`src/rtl/ldpc_pkg.sv`:
```
// Shared LDPC code constants: code dimensions, parity column table and FSM state encoding.
// Used by both the encoder and the bit-flipping decoder.
package ldpc_pkg;

   localparam int K  = 8;
   localparam int M  = 8;
   localparam int N  = K + M;
   localparam int CW = $clog2(N);

   typedef enum logic [1:0] {
      IDLE,
      ENC,
      SEND
   } state_t;

   // Column k of P is 8'b00001011 rotated left by k; H = [P^T | I].
   localparam logic [M-1:0] P_COL [K] = '{
      8'h0B, 8'h16, 8'h2C, 8'h58, 8'hB0, 8'h61, 8'hC2, 8'h85
   };

endpackage

```
`src/rtl/ldpc_enc_par.sv`:
```
// Parity accumulator: folds one message bit per enabled cycle into the GF(2) parity word.
module ldpc_enc_par #(
   parameter int K = ldpc_pkg::K,
   parameter int M = ldpc_pkg::M
) (
   input  logic                 clk,
   input  logic                 rst,
   input  logic                 clr,
   input  logic                 en,
   input  logic                 msg_bit,
   input  logic [$clog2(K)-1:0] bit_idx,
   output logic [M-1:0]         parity
);

   // NOTE: state is updated with non-blocking assignments so every flop samples pre-edge values.
   always_ff @(posedge clk) begin
      if (rst || clr) begin
         parity <= '0;
      end else if (en && msg_bit) begin
         parity <= parity ^ ldpc_pkg::P_COL[bit_idx];
      end
   end

endmodule

```
`src/rtl/ldpc_enc.sv`:
```
// Systematic LDPC encoder: captures a K-bit message, accumulates M parity bits over K cycles,
// then streams the N-bit codeword {parity, message} LSB-first under a valid/ready handshake.
module ldpc_enc #(
   parameter int K = ldpc_pkg::K,
   parameter int M = ldpc_pkg::M
) (
   input  logic         clk,
   input  logic         rst,
   input  logic [K-1:0] msg_in,
   input  logic         msg_valid,
   output logic         msg_ready,
   output logic         cw_bit,
   output logic         cw_valid,
   input  logic         cw_ready,
   output logic         cw_last,
   output logic         busy
);

   import ldpc_pkg::state_t;
   import ldpc_pkg::IDLE;
   import ldpc_pkg::ENC;
   import ldpc_pkg::SEND;

   localparam int N  = K + M;
   localparam int CW = $clog2(N);
   localparam int KW = $clog2(K);
   localparam int MW = $clog2(M);

   state_t         state, state_nxt;
   logic [K-1:0]   msg_reg;
   logic [M-1:0]   parity_reg;
   logic [CW-1:0]  cnt, idx;
   logic [MW-1:0]  par_idx;
   logic           accept, enc_last, send_last, sel_bit;

   assign accept    = (state == IDLE) && msg_valid;
   assign enc_last  = (cnt == CW'(K - 1));
   assign send_last = (idx == CW'(N - 1));
   assign par_idx   = MW'(idx - CW'(K));
   assign sel_bit   = (idx < CW'(K)) ? msg_reg[idx[KW-1:0]] : parity_reg[par_idx];

   ldpc_enc_par #(.K(K), .M(M)) u_par (
      .clk     (clk),
      .rst     (rst),
      .clr     (accept),
      .en      (state == ENC),
      .msg_bit (msg_reg[cnt[KW-1:0]]),
      .bit_idx (cnt[KW-1:0]),
      .parity  (parity_reg)
   );

   always_ff @(posedge clk) begin
      if (rst) begin
         state <= IDLE;
      end else begin
         state <= state_nxt;
      end
   end

   // NOTE: every comb output gets a default first so no path can infer a latch.
   always_comb begin
      state_nxt = state;
      unique case (state)
         IDLE:    if (msg_valid)             state_nxt = ENC;
         ENC:     if (enc_last)              state_nxt = SEND;
         SEND:    if (cw_ready && send_last) state_nxt = IDLE;
         default:                            state_nxt = IDLE;
      endcase
   end

   // Counters saturate at their terminal value rather than wrapping mid-codeword.
   always_ff @(posedge clk) begin
      if (rst) begin
         msg_reg <= '0;
         cnt     <= '0;
         idx     <= '0;
      end else begin
         unique case (state)
            IDLE: begin
               if (msg_valid) begin
                  msg_reg <= msg_in;
                  cnt     <= '0;
               end
            end
            ENC: begin
               cnt <= cnt + 1'b1;
               if (enc_last) idx <= '0;
            end
            SEND: begin
               if (cw_ready && !send_last) idx <= idx + 1'b1;
            end
            default: ;
         endcase
      end
   end

   always_comb begin
      msg_ready = 1'b0;
      cw_valid  = 1'b0;
      cw_bit    = 1'b0;
      cw_last   = 1'b0;
      busy      = 1'b1;
      unique case (state)
         IDLE: begin
            msg_ready = 1'b1;
            busy      = 1'b0;
         end
         SEND: begin
            cw_valid = 1'b1;
            cw_bit   = sel_bit;
            cw_last  = send_last;
         end
         default: ;
      endcase
   end

endmodule

```
`config.mk`:
```
export PLATFORM = sky130hd
export DESIGN_NAME = ldpc_enc
export DESIGN_NICKNAME = d
export VERILOG_FILES = /design/src/rtl/ldpc_pkg.sv /design/src/rtl/ldpc_enc_par.sv /design/src/rtl/ldpc_enc.sv
export SDC_FILE = /design/constraint.sdc
export NUM_CORES = 1
export LEC_CHECK = 0
export CORE_MARGIN = 1
export CORE_UTILIZATION = 44
export CTS_BUF_LIST = sky130_fd_sc_hd__clkbuf_8
export DETAILED_ROUTE_END_ITERATION = 10
export GPL_ROUTABILITY_DRIVEN = 0
export PLACE_DENSITY = 0.65
export SYNTH_ARGS = -nofsm -noshare
export SYNTH_HDL_FRONTEND = slang
export SYNTH_HIERARCHICAL = 1
export SYNTH_SLANG_ARGS = --single-unit
```
`constraint.sdc`:
```
create_clock -name clk -period 2.4 [get_ports clk]
set_clock_uncertainty 0.15 [all_clocks]
set_input_delay 0.48 -clock clk [delete_from_list [all_inputs] [get_ports clk]]
set_output_delay 0.48 -clock clk [all_outputs]
set_load 0.05 [all_outputs]
```
==> out/results.tsv, run 1 <==
stage	metric	value	unit
cells_and_area	# diodes	0	
cells_and_area	fin util	55.8	%
cells_and_area	Multi-input gate area	858	µm²
synth	Post-Syn Area	1460	µm²
pwr	total power	857	µW
global_routing	largest net degree at the start of global routing	19	
synth	number of synthesized register bits	26	
hold_path	WHS Path Cells	2	
sta	Least-Margin Pin Slew	0.499	ns
clock_tree	clock root cell	clkbuf_8	
critical_path	FF-to-FF End	u_par/parity[2]$_SDFFE_PP0P_	
sta	Fin. Hold Viols	0	
detailed_routing	Post-Route WL	3070	µm
synth	Main synth FF type	dfxtp_1	
die	I/O pin count	17	
sta	setup repair after global routing missed its margin	true	
sta	Final WS setup	0.0402	ns
synth	asr flop ratio synth	0	%
critical_path	worst-path fanout max	4	
cells_and_area	FILL cells	320	
placed_design	DP Wirelength	2320	µm
synth	syn avg cell area	8.58	µm²
synth	Yosys warnings	6	
synth	Cells after Synth	170	
detailed_routing	router iterations before antenna repair	4	
detailed_routing	initial detailed-routing violation count	33	
die	core area	3100	µm²
global_routing	first-pass GRT wire length	5440	µm
clock_tree	H-tree Lvls	1	
sta	fmax	0.424	GHz
clock_tree	TritonCTS Buffers	3	
critical_path	CP endpoint kind	output port	
die	Die Width	59.6	µm
sta	Final setup viols	0	
placed_design	number of port buffers	16	
status	status	finished, final reports clean	
clock_tree	CTS tree	built	
cells_and_area	fin cells	232	
global_routing	vias in the first global route	1257	
pwr	leakage power	0.641	nW
clock_tree	Clock Tree Buf Depth	2	
die	Die Span Y	59.6	µm
cells_and_area	Nets	207	
detailed_routing	WL per Instance	13.2	µm
global_routing	total gr overflow	0	
sta	min Tclk post-route	2.36	ns
synth	Netlist cell types	43	
synth	EDFF count, synth	0	
global_routing	gr usage total	20.2	%
sta	setup TNS	0	ns
sta	hold_ws	0.326	ns
placed_design	pre-CTS WS	0.182	ns
critical_path	worst r2r path cells	5	
pwr	worst-case vdd ir drop	0.000309	V
critical_path	Worst Path Required	1.77	ns
die	die area	3550	µm²
job	Max Cap Viol	0	
cells_and_area	final instance area	1730	µm²
global_routing	antenna violations before repair	0	
detailed_routing	detailed-route via count	1259	
detailed_routing	DRC viols	0	
cells_and_area	Reg area	524	µm²
cells_and_area	share of cells above drive strength 1	14.9	%
detailed_routing	Routed Antenna Nets	0	
cells_and_area	commonest cells after routing, fill and taps aside	a21oi_1 (26), dfxtp_1 (25), nand2_1 (24), nor2_1 (13), clkdlybuf4s50_1 (12)	
detailed_routing	via/cell ratio	5.43	
die	Core Rows	20	
critical_path	CP startpoint	idx[0]$_SDFFE_PP0P_	
synth	sequential share of the synthesized area	35.7	%
sta	Max Slew Vio Count	0	
placed_design	dpl cells	227	
clock_tree	clk_lat worst skew	0.27	ns
synth	Post-Syn Nets	188	
cells_and_area	commonest non-fill, non-tap cell in the layout	a21oi_1	
cells_and_area	P&R area growth vs syn	18.6	%
critical_path	crit path DAT	1.73	ns
clock_tree	CTS Sinks	26	
sta	period utilization	98.3	%
hold_path	Hold Path Class	flop to flop	
critical_path	CP Capture Point	cw_bit	
pwr	Power Density	495	nW/µm²
critical_path	CP startpoint kind	flop	
sta	Max-Slew Margin vs Limit	66.7	%
critical_path	crit path kind	flop to output port	
placed_design	Post-Place Cell Area	1660	µm²
critical_path	worst reg2reg setup slack	0.29	ns
critical_path	Worst R2R Start	cnt[0]$_SDFFE_PP0P_	
clock_tree	Worst-path clk slew	0.09	ns
die	initial cell density of the core	47.0	%
-- layer usage --
layer / routed length [µm] / vias up / share of wire [%] / track usage [%]
met5: 0 / - / 0 / 0
met4: 34 / 0 / 1.1 / 6.98
met3: 125 / 5 / 4.1 / 3.71
met2: 1460 / 23 / 47 / 34.0
met1: 1450 / 594 / 47 / 26.0
li1: - / 637 / - / -
-- timing repair --
action / in CTS / in global routing
setup endpoints to repair: 1 / 1
endpoints found under the hold margin: 0 / 0
buffers inserted: 1 / 0
resized for setup: 2 / 1
pin swaps: 0 / 1
hold buffers: 0 / 0
-- cell type report --
cell class	count	area share [%]
clock buffers	4	3.18
well taps	44	3.18
inverters	7	1.52
flip-flops and latches	26	30.3
repair buffers	22	12.2
multi-input cells	129	49.6
-- critical path, cell delays in order (launching register included) --
cell       delay [ns]
dfxtp_4          0.38
mux4_2           0.49
a2bb2oi_1        0.14
a32oi_1          0.21
nor2_1           0.08
buf_6            0.15
-- cells by family (layout without fill, tap and decap cells) --
logic type                 after synthesis  after routing  synth area share, %
and+or+nand+nor                         68             68                 24.2
AOI/OAI and AO/OA                       39             39                 15.1
DFF                                     26             26                 35.7
muxes                                   15             15                 13.8
buffers and inverters                   15             33                 5.49
adders and majority gates                6              6                 5.15
xor gates and xnor gates                 1              1                0.600
-- worst min path at each step --
stage | to | slack [ns] | start
global route | msg_reg[1]$_SDFFE_PP0P_ | 0.37 | msg_reg[1]$_SDFFE_PP0P_
floorplan | state[0]$_SDFFE_PP0P_ | 0.29 | state[1]$_SDFFE_PP0P_
finish | msg_reg[0]$_SDFFE_PP0P_ | 0.33 | msg_reg[0]$_SDFFE_PP0P_
detailed placement | msg_reg[0]$_SDFFE_PP0P_ | 0.32 | msg_reg[0]$_SDFFE_PP0P_
CTS | msg_reg[0]$_SDFFE_PP0P_ | 0.33 | msg_reg[0]$_SDFFE_PP0P_
global placement | msg_reg[4]$_SDFFE_PP0P_ | 0.31 | msg_reg[4]$_SDFFE_PP0P_
-- synth_stat cells, types with 2 or more instances --
cell type | n | share of area (%)
a21oi_1 | 26 | 8.9
a2bb2oi_1 | 2 | 1.2
buf_6 | 3 | 2.3
clkbuf_1 | 3 | 0.77
dfxtp_1 | 26 | 36
ha_1 | 6 | 5.1
inv_1 | 4 | 1.0
inv_2 | 3 | 0.77
mux2i_1 | 10 | 6.9
mux4_2 | 4 | 6.2
nand2_1 | 24 | 6.2
nand3_1 | 2 | 0.69
nand3b_1 | 3 | 1.5
nand4_1 | 2 | 0.86
nor2_1 | 13 | 3.3
o21ai_0 | 4 | 1.4
o21ai_1 | 3 | 1.0
or2_2 | 2 | 0.86
or3_1 | 6 | 2.6
-- power breakdown --
group          switching [mW]  internal [mW]
logic                  0.0578         0.0515
clock network           0.144          0.147
registers              0.0146          0.442
Note: power is estimated with default switching activity, not from simulation.
==> run 2: changes to the inputs <==
- ABC_AREA: default -> 1
- PLACE_DENSITY: 0.65 -> default
==> run 2 against run 1 <==
Compared with the run above: synthesized area rose by 8.8%; largest power group unchanged; first-iteration DRC count rose by 48%; sequential cell count did not move; critical path type unchanged; total power rose by 25%; clock-buffer cell count did not move; sequential power rose by 7.0%.
==> out/results.tsv, run 2 <==
stage	metric	value	unit	change
cells_and_area	P&R area growth vs syn	18.8	%	was 18.6%
clock_tree	Worst-path clk slew	0.09	ns	about the same
critical_path	CP startpoint kind	flop		unchanged
synth	Yosys warnings	6		unchanged
status	status	finished, final reports clean		unchanged
detailed_routing	initial detailed-routing violation count	49		was 33
placed_design	dpl cells	303		was 227
synth	top cell type by total area after synthesis	dfxtp_1		unchanged
die	core area	3390	µm²	was 3100 µm²
synth	Area contributors post-synth	dfxtp_1 (33%), nand2_1 (14%), a21oi_1 (8.2%), inv_1 (8.0%), nand3_1 (5.7%)		was dfxtp_1 (36%), a21oi_1 (8.9%), mux2i_1 (6.9%), mux4_2 (6.2%), nand2_1 (6.2%)
hold_path	hold path start	cnt[3]$_SDFFE_PP0P_		was msg_reg[0]$_SDFFE_PP0P_
synth	Netlist cell types	25		was 43
global_routing	gr usage total	18.8	%	was 20.2%
clock_tree	hold_buf cts	0		unchanged
pwr	total power	1.07	mW	was 857 µW
die	initial cell density of the core	46.8	%	was 47.0%
clock_tree	TritonCTS Buffers	3		unchanged
synth	Post-Syn Area	1590	µm²	was 1460 µm²
die	Die Width	62.1	µm	was 59.6 µm
sta	Fin. Hold Viols	0		unchanged
critical_path	Worst Path Required	1.77	ns	about the same
sta	min Tclk post-route	2.32	ns	was 2.36 ns
hold_path	WHS Path Cells	2		unchanged
detailed_routing	via/cell ratio	4.59		was 5.43
sta	setup repair after global routing missed its margin	false		was true
critical_path	crit path kind	flop to output port		unchanged
detailed_routing	WL per Instance	10.8	µm	was 13.2 µm
critical_path	Worst R2R Start	cnt[1]$_SDFFE_PP0P_		was cnt[0]$_SDFFE_PP0P_
die	Die Span Y	62.1	µm	was 59.6 µm
clock_tree	setup repair bufs after CTS	0		was 1
sta	Max-Slew Margin vs Limit	67.2	%	was 66.7%
sta	Final setup viols	0		unchanged
cells_and_area	commonest non-fill, non-tap cell in the layout	nand2_1		was a21oi_1
global_routing	vias in the first global route	1220		was 1,257
placed_design	pre-CTS WS	0.375	ns	was 0.182 ns
synth	Cells after Synth	240		was 170
synth	Main synth FF type	dfxtp_1		unchanged
placed_design	DP Wirelength	2540	µm	was 2320 µm
clock_tree	CTS resizes	0		was 2
cells_and_area	share of cells above drive strength 1	13.4	%	was 14.9%
critical_path	worst reg2reg setup slack	0.57	ns	was 0.29 ns
critical_path	worst r2r path cells	10		was 5
detailed_routing	DRC viols	0		unchanged
critical_path	crit path DAT	1.69	ns	was 1.73 ns
detailed_routing	Routed Antenna Nets	0		unchanged
synth	EDFF count, synth	0		unchanged
synth	Post-Syn Nets	258		was 188
cells_and_area	commonest cells after routing, fill and taps aside	nand2_1 (60), inv_1 (34), a21oi_1 (26), dfxtp_1 (26), nor2_1 (21)		was a21oi_1 (26), dfxtp_1 (25), nand2_1 (24), nor2_1 (13), clkdlybuf4s50_1 (12)
pwr	Power Density	568	nW/µm²	was 495 nW/µm²
cells_and_area	# diodes	0		unchanged
pwr	worst-case vdd ir drop	0.000511	V	was 0.000309 V
clock_tree	Clock Tree Buf Depth	2		unchanged
die	die area	3850	µm²	was 3550 µm²
global_routing	first-pass GRT wire length	5270	µm	was 5440 µm
critical_path	worst-path fanout max	5		was 4
clock_tree	H-tree Lvls	1		unchanged
synth	syn avg cell area	6.62	µm²	was 8.58 µm²
sta	fmax	0.431	GHz	was 0.424 GHz
critical_path	CP endpoint kind	output port		unchanged
synth	asr flop ratio synth	0	%	unchanged
clock_tree	clock root cell	clkbuf_8		unchanged
job	Max Cap Viol	0		unchanged
global_routing	largest net degree at the start of global routing	19		unchanged
die	Core Rows	21		was 20
cells_and_area	Nets	280		was 207
synth	most frequent cell after synthesis	nand2_1		
detailed_routing	router iterations before antenna repair	4		unchanged
detailed_routing	detailed-route via count	1410		was 1,259
detailed_routing	Post-Route WL	3320	µm	was 3070 µm
clock_tree	CTS Sinks	26		unchanged
sta	Final WS setup	0.0779	ns	was 0.0402 ns
sta	Least-Margin Pin Slew	0.490	ns	was 0.499 ns
placed_design	number of port buffers	16		unchanged
critical_path	FF-to-FF End	u_par/parity[1]$_SDFFE_PP0P_		was u_par/parity[2]$_SDFFE_PP0P_
clock_tree	clk_lat worst skew	0.27	ns	about the same
synth	sequential share of the synthesized area	32.8	%	was 35.7%
sta	Max Slew Vio Count	0		unchanged
clock_tree	CTS tree	built		unchanged
synth	Synth top area share	32.8	%	was 35.7%
synth	Post-synth top cells	nand2_1 (60), inv_1 (34), a21oi_1 (26), dfxtp_1 (26), nor2_1 (21)		was a21oi_1 (26), dfxtp_1 (26), nand2_1 (24)
sta	setup TNS	0	ns	unchanged
sta	period utilization	96.8	%	was 98.3%
die	I/O pin count	17		unchanged
pwr	leakage power	0.787	nW	was 0.641 nW
cells_and_area	fin cells	307		was 232
hold_path	Hold Path Class	flop to flop		unchanged
hold_path	Hold EP	cnt[3]$_SDFFE_PP0P_		was msg_reg[0]$_SDFFE_PP0P_
global_routing	total gr overflow	0		unchanged
sta	hold_ws	0.324	ns	was 0.326 ns
cells_and_area	FILL cells	337		was 320
synth	number of synthesized register bits	26		unchanged
global_routing	antenna violations before repair	0		unchanged
run 2: layout make-up:
class | count | area, µm² | area share (%)
well taps | 46 | 57.6 | 3.05
multi-input cells | 173 | 896 | 47.5
clock buffers | 4 | 55.1 | 2.92
repair buffers | 21 | 218 | 11.5
flip-flops and latches | 26 | 520 | 27.6
inverters | 37 | 140 | 7.43
run 2: cells by family after synthesis:
family                   share of synthesized area [%]
flip-flops                                        32.8
AO/OA/AOI/OAI                                     14.9
adder cells (fa/ha/maj)                           4.73
AND/OR/NAND/NOR                                   36.2
XOR/XNOR                                         0.552
buffers and inverters                             10.8
run 2: per-layer routing:
| metal | vias to the layer above | global-route usage [%] | wire, µm |
|---|---|---|---|
| li1 | 803 | - | - |
| met1 | 581 | 23.4 | 1740 |
| met2 | 22 | 31.8 | 1420 |
| met3 | 4 | 5.59 | 127 |
| met4 | 0 | 4.44 | 37 |
| met5 | - | 0 | 0 |
run 2: how the worst max path moves through the flow:
stage                          startpoint        to  slack [ns]  cells after the start
global placement    state[1]$_SDFFE_PP0P_  cw_valid        0.38                      3
CTS                 state[1]$_SDFFE_PP0P_  cw_valid        0.06                      3
detailed placement  state[1]$_SDFFE_PP0P_  cw_valid        0.38                      3
floorplan           state[1]$_SDFFE_PP0P_    cw_bit        0.07                      4
finish              state[1]$_SDFFE_PP0P_  cw_valid        0.08                      3
global route          idx[0]$_SDFFE_PP0P_    cw_bit       0.007                      8
run 2: worst max-delay path: stages (launching register included):
cell and delay [ns]:
dfxtp_1 0.38, inv_1 0.09, nor2_4 0.13, clkdlybuf4s50_1 0.82
run 2: per-stage QoR:
stage          utilization, %  instance area, µm²
2_1_floorplan               -                1590
3_3_place_gp             54.0                1830
3_5_place_dp             54.0                1830
4_1_cts                  55.7                1890
5_1_grt                  55.7                1890
6_report                 55.7                1890
run 2: power by group:
part	switching [mW]	leakage, nW	internal (mW)
registers	0.0255	0.212	0.463
clock network	0.136	0.0288	0.147
logic	0.191	0.545	0.110
==> run 3: changes to the inputs <==
- HOLD_SLACK_MARGIN: default -> 0.1
==> results of run 3 <==
The final DEF is identical to that of run 2; final timing and power are the same.
